===== src/rtl/alu_pkg.sv =====
`default_nettype none
// ============================================================================
//  Module      : alu_pkg
//  Description : Shared widths, op-codes and FSM state type for the
//                arbitrated ALU.
//  Revision    : 1.0  initial release
// ============================================================================
package alu_pkg;

    localparam int OPND_W = 2;   // operand width
    localparam int RES_W  = 4;   // result width (results wrap mod 16)
    localparam int OP_W   = 4;   // op-code width

    localparam logic [OP_W-1:0] OP_MUL = 4'd2;
    localparam logic [OP_W-1:0] OP_ADD = 4'd3;

    typedef enum logic [1:0] {
        IDLE = 2'd0,
        EXEC = 2'd1,
        RESP = 2'd2
    } state_t;

endpackage : alu_pkg
`default_nettype wire


===== src/rtl/alu.sv =====
`default_nettype none
// ============================================================================
//  Module      : alu
//  Description : Registered 2-bit operand ALU with a 4-bit wrapping result.
//                The result register loads only while en is high, so it holds
//                its value once the operation has completed.
//  Revision    : 1.0  initial release
// ============================================================================
module alu
    import alu_pkg::*;
(
    input  logic              clk,
    input  logic              en,
    input  logic [OPND_W-1:0] a,
    input  logic [OPND_W-1:0] b,
    input  logic [OP_W-1:0]   op,
    output logic [RES_W-1:0]  result
);

    logic [RES_W-1:0] w_a;
    logic [RES_W-1:0] w_b;
    logic [RES_W-1:0] res_d;
    logic [RES_W-1:0] res_q;

    assign w_a = {{(RES_W-OPND_W){1'b0}}, a};
    assign w_b = {{(RES_W-OPND_W){1'b0}}, b};

    // Select the arithmetic for the current op; all paths wrap at RES_W bits.
    always_comb begin
        res_d = res_q;
        if (en) begin
            case (op)
                OP_MUL:  res_d = w_a * w_b;
                OP_ADD:  res_d = w_a + w_b;
                default: res_d = w_a - w_b + 4'd1;
            endcase
        end
    end

    // Result register; contents are don't-care until the first operation.
    always_ff @(posedge clk) begin
        res_q <= res_d;
    end

    assign result = res_q;

endmodule : alu
`default_nettype wire


===== src/rtl/alu_arbiter.sv =====
`default_nettype none
// ============================================================================
//  Module      : alu_arbiter
//  Description : Shares one registered ALU between two requesters. One
//                operation in flight: IDLE accepts, EXEC computes, RESP
//                holds the result until the consumer takes it.
//  Revision    : 1.0  initial release
// ============================================================================
module alu_arbiter
    import alu_pkg::*;
#(
    parameter int FAIR_RR = 1
) (
    input  logic              clk,
    input  logic              rst,
    input  logic              req0_valid,
    output logic              req0_ready,
    input  logic [OPND_W-1:0] req0_a,
    input  logic [OPND_W-1:0] req0_b,
    input  logic [OP_W-1:0]   req0_op,
    input  logic              req1_valid,
    output logic              req1_ready,
    input  logic [OPND_W-1:0] req1_a,
    input  logic [OPND_W-1:0] req1_b,
    input  logic [OP_W-1:0]   req1_op,
    output logic              resp_valid,
    input  logic              resp_ready,
    output logic              resp_id,
    output logic [RES_W-1:0]  resp_data
);

    state_t            state_d, state_q;
    logic [OPND_W-1:0] a_d, a_q;
    logic [OPND_W-1:0] b_d, b_q;
    logic [OP_W-1:0]   op_d, op_q;
    logic              id_d, id_q;

    logic              w_grant;   // 0 = requester 0, 1 = requester 1
    logic              w_idle;
    logic              w_hs;
    logic              w_hs_id;
    logic [RES_W-1:0]  w_alu_res;

    assign w_idle = (state_q == IDLE);

    generate
        if (FAIR_RR != 0) begin : g_rr
            logic last_d, last_q;

            // Tie goes to whichever requester was not granted last time.
            always_comb begin
                if (req0_valid && req1_valid) begin
                    w_grant = ~last_q;
                end else begin
                    w_grant = req1_valid;
                end
            end

            // Pointer moves only on an actual handshake, never on a bare grant.
            always_comb begin
                last_d = last_q;
                if (w_hs) begin
                    last_d = w_hs_id;
                end
            end

            // Pointer resets to 1 so requester 0 wins the first tie.
            always_ff @(posedge clk or posedge rst) begin
                if (rst) begin
                    last_q <= 1'b1;
                end else begin
                    last_q <= last_d;
                end
            end
        end else begin : g_fixed
            // Requester 0 always wins when it is asking.
            always_comb begin
                w_grant = ~req0_valid;
            end
        end
    endgenerate

    assign req0_ready = w_idle & req0_valid & ~w_grant;
    assign req1_ready = w_idle & req1_valid &  w_grant;
    assign w_hs       = (req0_valid & req0_ready) | (req1_valid & req1_ready);
    assign w_hs_id    = req1_ready;

    // Next-state and operand capture for the IDLE -> EXEC -> RESP sequence.
    always_comb begin
        state_d = state_q;
        a_d     = a_q;
        b_d     = b_q;
        op_d    = op_q;
        id_d    = id_q;
        case (state_q)
            IDLE: begin
                if (w_hs) begin
                    a_d     = w_hs_id ? req1_a  : req0_a;
                    b_d     = w_hs_id ? req1_b  : req0_b;
                    op_d    = w_hs_id ? req1_op : req0_op;
                    id_d    = w_hs_id;
                    state_d = EXEC;
                end
            end
            EXEC: begin
                state_d = RESP;
            end
            RESP: begin
                if (resp_ready) begin
                    state_d = IDLE;
                end
            end
            default: begin
                state_d = IDLE;
            end
        endcase
    end

    // State and operand registers; reset drops any operation in flight.
    always_ff @(posedge clk or posedge rst) begin
        if (rst) begin
            state_q <= IDLE;
            a_q     <= '0;
            b_q     <= '0;
            op_q    <= '0;
            id_q    <= 1'b0;
        end else begin
            state_q <= state_d;
            a_q     <= a_d;
            b_q     <= b_d;
            op_q    <= op_d;
            id_q    <= id_d;
        end
    end

    alu u_alu (
        .clk    (clk),
        .en     (state_q == EXEC),
        .a      (a_q),
        .b      (b_q),
        .op     (op_q),
        .result (w_alu_res)
    );

    assign resp_valid = (state_q == RESP);
    assign resp_id    = id_q;
    assign resp_data  = w_alu_res;

endmodule : alu_arbiter
`default_nettype wire


===== config.mk =====
export PLATFORM = sky130hd
export DESIGN_NAME = alu_arbiter
export DESIGN_NICKNAME = d
export VERILOG_FILES = /design/src/rtl/alu_pkg.sv /design/src/rtl/alu.sv /design/src/rtl/alu_arbiter.sv
export SDC_FILE = /design/constraint.sdc
export NUM_CORES = 1
export LEC_CHECK = 0
export CORE_MARGIN = 3
export CORE_UTILIZATION = 45
export DETAILED_ROUTE_END_ITERATION = 8
export PLACE_DENSITY = 0.77
export SETUP_SLACK_MARGIN = 0.4
export SYNTH_ARGS = -nofsm -noshare
export SYNTH_HDL_FRONTEND = slang
export SYNTH_SLANG_ARGS = --single-unit

===== constraint.sdc =====
create_clock -name clk -period 5.25 [get_ports clk]
set_input_delay 1.575 -clock clk [delete_from_list [all_inputs] [get_ports clk]]
set_output_delay 1.575 -clock clk [all_outputs]
set_load 0.03 [all_outputs]

# Yosys cells after proc, flatten, opt, wreduce, memory -nomap -nowiden
# Cells that the tools add are included.
# word_totals
register_bits	16
inputBits	21
output_inout_bits	8
wordCells	38
# classes
addsub	3
n_mul	1
eq_ne	6
n_mux	8
n_bitwise	9
n_reduce_logical	4
# op_table
cell	count
$eq A4 B2 Y1 const B	2
$mux W2	4
$pmux W4 S2	1
$and A1 B1 Y1	6
$pmux W2 S3	1
$add A4 B1 Y4 const B	1
$mul A2 B2 Y4	1
$mux W4	1
$ne A2 B1 Y1 const B	2
$reduce_and A2 Y1	2
$add A2 B2 Y3	1
$sub A2 B2 Y3	1
$eq A2 B1 Y1 const B	1
$eq A2 B2 Y1 const B	1
$logic_not A2 Y1	1
$not A1 Y1	2
$logic_and A1 B1 Y1	1
$mux W1	1
$or A1 B1 Y1	1

# Depth between registers and ports, before layout
# Gate-level depths: netlist of run 1.
# logic_depth
ltp_word	8
depth_mapped	8
mapped_depth_nobuf	8

# Modules after synthesis
# Synthesis of run 1 repeated with hierarchy kept, for this count alone.
# unflattened
cells_unflattened	91
area_unflattened_um2	964.7
# by_module_without_submodules
module	n_inst	cells_each	area_per_inst_um2
alu_arbiter	1	59	599.3
alu	1	32	365.4

# Worst setup path after synthesis of run 1
# Ideal clock, no wire load.
# synth_timing
path_type	in2out
startpoint	input port req0_valid
endpoint	output port req0_ready
arrival_time_ps	2278
required_ps	3675
slack_ps	1397
path_stages	2
path_buffers	0
cell_sequence	or3b_1 -> a21oi_4
# synth_via
elab_chain_len	4
word_cells_on_any_way	5
classes_between	mux (1); bitwise (3); reduce/logical (1)
# synth_lines
item	line	text
from (decl)	alu_arbiter.sv:16	input logic req0_valid,
$logic_and A1 B1 Y1	alu_arbiter.sv:52	if (req0_valid && req1_valid) begin
$mux W1	alu_arbiter.sv:52	
$not A1 Y1	alu_arbiter.sv:83	assign req0_ready = w_idle & req0_valid & ~w_grant;
$and A1 B1 Y1 *	alu_arbiter.sv:83	
to (decl)	alu_arbiter.sv:17	output logic req0_ready,
# Every way passes the cells marked *; elsewhere a longest branch is shown, timed or not.

# Worst setup path in the final report of run 1
# Ends and elaborated chain as after synthesis.

==> results of run 1 <==
worst max-delay path, cell delays in order:
cell             delay [ns]
clkdlybuf4s50_1        0.54
or3b_1                 0.46
a21oi_4                0.20
dlygate4sd2_1          0.42
cells by family after synthesis:
logic type,after synthesis
AOI/OAI and AO/OA,22
xor gates and xnor gates,1
adders and majority gates,8
buffers and inverters,12
DFF,16
muxes,7
and+or+nand+nor,16
sequential cells by signal, summed over array words and instances, names as in the netlist:
| signal | count |
|---|---|
| state_q | 2 |
| g_rr.last_q | 1 |
| b_q | 2 |
| u_alu.result | 4 |
| op_q | 4 |
| resp_id | 1 |
| a_q | 2 |
final timing paths:
kind                                  from              end  slack, ns  cells past startpoint
worst max-delay path            req0_valid       req0_ready       0.48                      4
worst min register to register     resp_id          resp_id       0.50                      1
min in group asynchronous              rst           a_q[1]       1.62                      2
worst min-delay path               resp_id          resp_id       0.50                      1
max in group asynchronous              rst      g_rr.last_q       3.30                      2
worst max register to register      a_q[0]  u_alu.result[2]       3.38                      8
report_power, final:
| part | switching, uW | internal (uW) |
|---|---|---|
| logic | 242 | 216 |
| clock network | 35.7 | 27.6 |
| registers | 56.0 | 212 |
synthesized netlist by cell type, types with 2 or more instances:
| master | n | area (um^2) |
|---|---|---|
| fa_1 | 2 | 40.0 |
| ha_1 | 6 | 75.1 |
| mux2i_1 | 7 | 70.1 |
| dfrtp_1 | 11 | 275 |
| a21o_1 | 3 | 22.5 |
| a21oi_1 | 3 | 15.0 |
| edfxtp_1 | 4 | 120 |
| inv_1 | 10 | 37.5 |
| nor2_1 | 4 | 15.0 |
| a221o_1 | 4 | 40.0 |
| nand3_1 | 4 | 20.0 |
| a211oi_1 | 5 | 37.5 |
| o21ai_0 | 4 | 20.0 |
routing by layer:
metal  wire (um)  part of all wire, %  track usage (%)  vias up
met5           0                    0                0        -
met1         798                   43             20.3      324
met4          18                 0.97             6.38        0
li1            -                    -                -      358
met3          99                  5.4             4.30        2
met2         934                   50             28.2       22
layout by cell type (no fill, tap or decap), types with 2 or more instances in the layout:
cell,Yosys,routed
clkdlybuf4s50_1,0,25
dfrtp_1,11,11
inv_1,10,10
mux2i_1,7,7
ha_1,6,6
a211oi_1,5,5
nand3_1,4,4
o21ai_0,4,4
nor2_1,4,4
a221o_1,4,4
edfxtp_1,4,4
a21o_1,3,3
a21oi_1,3,3
clkbuf_4,0,3
fa_1,2,2
dlygate4sd2_1,0,2
metrics by stage:
step | utilization [%] | worst slack, ns | hold WS [ns]
global placement | 63.8 | 0.223 | 0.476
CTS | 65.0 | 0.435 | 0.504
finish | 65.2 | 0.476 | 0.497
global route | 65.2 | 0.418 | 0.532
floorplan | - | 1.40 | 0.519
detailed placement | 63.8 | 0.199 | 0.478
final cells by class:
cell class / instances / area [um^2] / area share [%]
multi-input combinational: 54 / 484 / 37.5
timing repair buffer: 29 / 288 / 22.3
inverter: 10 / 37.5 / 2.91
clock buffer: 3 / 22.5 / 1.74
tap: 27 / 33.8 / 2.62
sequential: 16 / 422 / 32.7
clock inverter: 1 / 3.75 / 0.291
repair_timing:
item,4_1_cts,5_1_grt
resized for setup,2,1
cloned,0,0
endpoints found under the setup margin,2,1
hold endpoints to repair,0,0
==> results.json, run 1 <==
{
  "status": "finished clean",
  "finalSetupViolCount": 0,
  "syn2layout_area_growth_pct": 34.7,
  "cp-start-kind": "input port",
  "dp_cells": 136,
  "ir_drop_mv": 0.406,
  "synth.area.mux_share_pct": 7.31,
  "num_rows": 16,
  "via_per_inst": 5.04,
  "nNetsFinal": 143,
  "post_cts_buffers": 0,
  "wl_mm": 1.85,
  "grt-ovfl-total": 0,
  "post-dp-hpwl_mm": 1.51,
  "tightest_slew_ns": 0.496,
  "layout-drive-gt1-share_pct": 9.73,
  "synth-main-ff-cell": "dfrtp_1",
  "clock_sinks": 16,
  "synth-simple-area-share_pct": 11.5,
  "fin_cells": 140,
  "n_fill_cell": 159,
  "ys_seq_area_share_pct": 44.0,
  "slew_headroom_pct": 66.8,
  "syn_area_per_cell_um2": 11.7,
  "post-route-min-period_ns": 4.77,
  "start_util_pct": 48.4,
  "first_iter_violations": 6,
  "cp-end-kind": "output pin",
  "synth-adder-area-share_pct": 12.0,
  "grt_setup_unrepaired": "false",
  "io_pins": 29,
  "dpl-instance-area_um2": 1260,
  "gp_congestion": 0.791,
  "fp.dieH_um": 52.2,
  "synthArstFlopShare_pct": 75.0,
  "synth_area_um2": 958,
  "cts-buffers-inserted": 3,
  "synth_xor_area_share_pct": 0.914,
  "dieArea_um2": 2720,
  "dr.pass1.iters": 2,
  "postSynthCellCount": 82,
  "syn_nets": 111,
  "grt_pass1_vias": 733,
  "htreeDepth": 1,
  "fin_crit_sh_pct": 90.9,
  "final.setup.tns_ns": 0,
  "grt_max_degree": 13,
  "root_buffer": "clkbuf_4",
  "n_antenna_cell": 0,
  "fmax_mhz": 209,
  "clkLatencyLatePin_ns": 0.28,
  "path_class": "in2out",
  "min_path_type": "reg2reg",
  "num_vias": 706,
  "core_area_um2": 1980,
  "worstPathArrival_ns": 3.20,
  "synth_seq_cells": 16,
  "yosysUniqueCellTypes": 28,
  "power.static_leakage_uw": 0.000583,
  "synth_edf_count": 4,
  "synth_top_family_by_area": "compound AO/OA/AOI/OAI gates",
  "wl_per_cell_um": 13.2,
  "cp_max_fo": 5,
  "fp.dieW_um": 52.2,
  "p_total_uw": 789,
  "cts_tree": "done",
  "ant_nets": 0,
  "critPathRequiredTime_ns": 3.68,
  "p_per_area_nw_per_um2": 611,
  "synth_compound_area_share_pct": 18.8,
  "finalClockSkew_ns": 0.00269,
  "cts_buffer_depth": 2,
  "track_usage_pct": 16.7,
  "synth_warnings": 0,
  "port_buffers": 28,
  "postCtsHoldBufs": 0,
  "cts.clk_slew.worst_paths_ns": 0.09,
  "grt_pass1_wl_mm": 3.29,
  "drc": 0,
  "antenna_found_initial": 0,
  "cap_violations": 0,
  "stdcell_area_um2": 1290,
  "final_hold_viol_count": 0,
  "final_max_slew_viol_count": 0
}
Note: power is estimated with default switching activity, not from simulation.
==> inputs of run 2 (changes only) <==
ABC_AREA = 1   (was not set)
CORE_ASPECT_RATIO = 0.6   (was not set)
PLACE_DENSITY = 0.75   (was 0.77)
==> run 2 against run 1 <==
  * Setup slack improved by 0.0058 ns
  * Clock power grew 50%
  * Cell area is 10% higher
  * Critical path type unchanged
==> results.json, run 2 <==
{
  "status": "finished clean",
  "grt-ovfl-total": 0,
  "tightest_slew_ns": 0.488,
  "clock_sinks": 16,
  "synth_area_um2": 1090,
  "layout-drive-gt1-share_pct": 14.0,
  "num_rows": 13,
  "synth_warnings": 0,
  "power.static_leakage_uw": 0.000700,
  "postSynthCellCount": 121,
  "yosysUniqueCellTypes": 21,
  "antenna_found_initial": 0,
  "cap_violations": 0,
  "slew_headroom_pct": 67.3,
  "grt_max_degree": 19,
  "synth_common_cells": "nand2_1, nand4_1, inv_1",
  "cp_max_fo": 11,
  "path_class": "in2out",
  "synth_edf_count": 4,
  "cp_top_family": "buffers and inverters",
  "critPathBufInv": 3,
  "finalClockSkew_ns": 0.00249,
  "fmax_mhz": 210,
  "wl_mm": 2.30,
  "io_pins": 29,
  "cpMaxStageDelayCell": "clkdlybuf4s50_1",
  "critPathRequiredTime_ns": 3.68,
  "fp.dieH_um": 44.2,
  "postCtsHoldBufs": 0,
  "fin_crit_sh_pct": 90.8,
  "finalSetupViolCount": 0,
  "max_stage_delay_ns": 0.77,
  "synth_top_area_share_pct": 25.2,
  "crit_top_cell": "clkdlybuf4s50_1",
  "synth_top_area_cell": "dfrtp_1",
  "fp.dieW_um": 69.6,
  "cts_buffer_depth": 2,
  "ir_drop_mv": 0.238,
  "final_hold_viol_count": 0,
  "ys_seq_area_share_pct": 38.6,
  "post-route-min-period_ns": 4.77,
  "htreeDepth": 1,
  "p_per_area_nw_per_um2": 600,
  "clkLatencyLatePin_ns": 0.25,
  "synthArstFlopShare_pct": 75.0,
  "nNetsFinal": 180,
  "p_total_uw": 854,
  "grt_pass1_vias": 897,
  "syn_nets": 150,
  "start_util_pct": 49.0,
  "post-dp-hpwl_mm": 1.83,
  "grt_setup_unrepaired": "false",
  "track_usage_pct": 17.1,
  "cts_tree": "done",
  "post_cts_buffers": 0,
  "ant_nets": 0,
  "crit_chain": "clkdlybuf4s50_1 > nand3_4 > inv_1 > clkdlybuf4s50_1",
  "grt_pass1_wl_mm": 4.00,
  "via_per_inst": 5.06,
  "cts-buffers-inserted": 3,
  "dieArea_um2": 3070,
  "cp-start-kind": "input port",
  "synth-main-ff-cell": "dfrtp_1",
  "syn_area_per_cell_um2": 9.03,
  "dr.pass1.iters": 4,
  "wl_per_cell_um": 12.8,
  "n_antenna_cell": 0,
  "final_max_slew_viol_count": 0,
  "min_path_type": "reg2reg",
  "synth_seq_cells": 16,
  "final_common_cell": "nand2_1",
  "root_buffer": "clkbuf_8",
  "final.setup.tns_ns": 0,
  "cts.clk_slew.worst_paths_ns": 0.06,
  "port_buffers": 28,
  "first_iter_violations": 37,
  "syn2layout_area_growth_pct": 30.2,
  "final_cell_mix": "nand2_1, clkdlybuf4s50_1, nand4_1, inv_1",
  "num_vias": 911,
  "drc": 0,
  "fin_util_pct": 63.8,
  "worstPathArrival_ns": 3.19,
  "cp-end-kind": "output pin",
  "core_area_um2": 2230,
  "synthTopCellsByArea": "dfrtp_1, edfxtp_1, nand2_1",
  "cts-resized-gates": 1,
  "synth_most_common_cell": "nand2_1",
  "gp_congestion": 0.765
}
## run 2: cell types whose count changed after synthesis, sizes merged, moves of 2 or more
cell    before  now
nand4        0   16
nand3        4   20
mux2i        7    0
a21o         3    0
a21oi        4    2
a221o        4    0
and2         2    0
nor3b        2    0
o21ai        4    0
a211oi       6    0
buf          1    6
nand2        0   32
inv         10   15
## run 2: final timing paths
kind | start | to | slack [ns] | cells past startpoint
setup / recovery | req1_valid | req1_ready | 0.48 | 4
hold / removal | g_rr.last_q | g_rr.last_q | 0.47 | 2
hold reg to reg | g_rr.last_q | g_rr.last_q | 0.47 | 2
max in group asynchronous | rst | g_rr.last_q | 3.27 | 2
setup reg to reg | a_q[0] | u_alu.result[2] | 3.41 | 8
min in group asynchronous | rst | op_q[0] | 1.63 | 2
## run 2: metrics by stage
step,cells,hold WS (ns),setup WS (ns),cell area (um^2)
after floorplan,121,0.449,1.24,1090
after global placement,176,0.460,0.466,1380
after detailed placement,176,0.465,0.412,1380
after CTS,180,0.475,0.487,1420
after global routing,180,0.508,0.412,1420
final,180,0.469,0.481,1420
## run 2: kinds of logic after synthesis
kind of cell / Yosys count / synth area share, %
buffers and inverters: 21 / 10.1
flip-flops: 16 / 38.6
AO/OA/AOI/OAI: 3 / 1.60
adder cells (fa/ha/maj): 8 / 10.5
AND/OR/NAND/NOR: 72 / 38.4
XOR/XNOR: 1 / 0.802
## run 2: layout make-up
| class | instances | area (um^2) |
|---|---|---|
| fillers | 188 | 806 |
| multi-input cells | 84 | 561 |
| flip-flops and latches | 16 | 422 |
| repair buffers | 31 | 302 |
| inverters | 15 | 56.3 |
| clock buffers | 3 | 41.3 |
| well taps | 30 | 37.5 |
| clock inverters | 1 | 3.75 |
## run 2: power breakdown
part | total (uW) | switching [uW] | internal, uW
sequential | 279 | 66.6 | 212
combinational | 481 | 279 | 202
clock | 94.7 | 42.7 | 52.0
## run 2: metal layers
metal  part of all wire [%]  up-vias  track usage (%)
met3                    5.2        4             4.99
met2                     48       23             29.5
met5                      0        -                0
li1                       -      467                -
met1                     46      417             20.3
met4                    1.3        0             7.78
## run 2: worst register-to-register path: stages (launching register included)
cell,delay (ns)
dfrtp_1,0.40
inv_1,0.06
ha_1,0.18
inv_1,0.06
fa_1,0.42
ha_1,0.21
xnor2_1,0.12
nand2_1,0.06
nand3_1,0.06
==> inputs of run 3 (changes only) <==
ABC_AREA = not set   (was 1)
CORE_ASPECT_RATIO = not set   (was 0.6)
PLACE_DENSITY = 0.77   (was 0.75)
==> results of run 3 <==
Same layout as run 1: the final DEF is identical, and so are final timing and power.
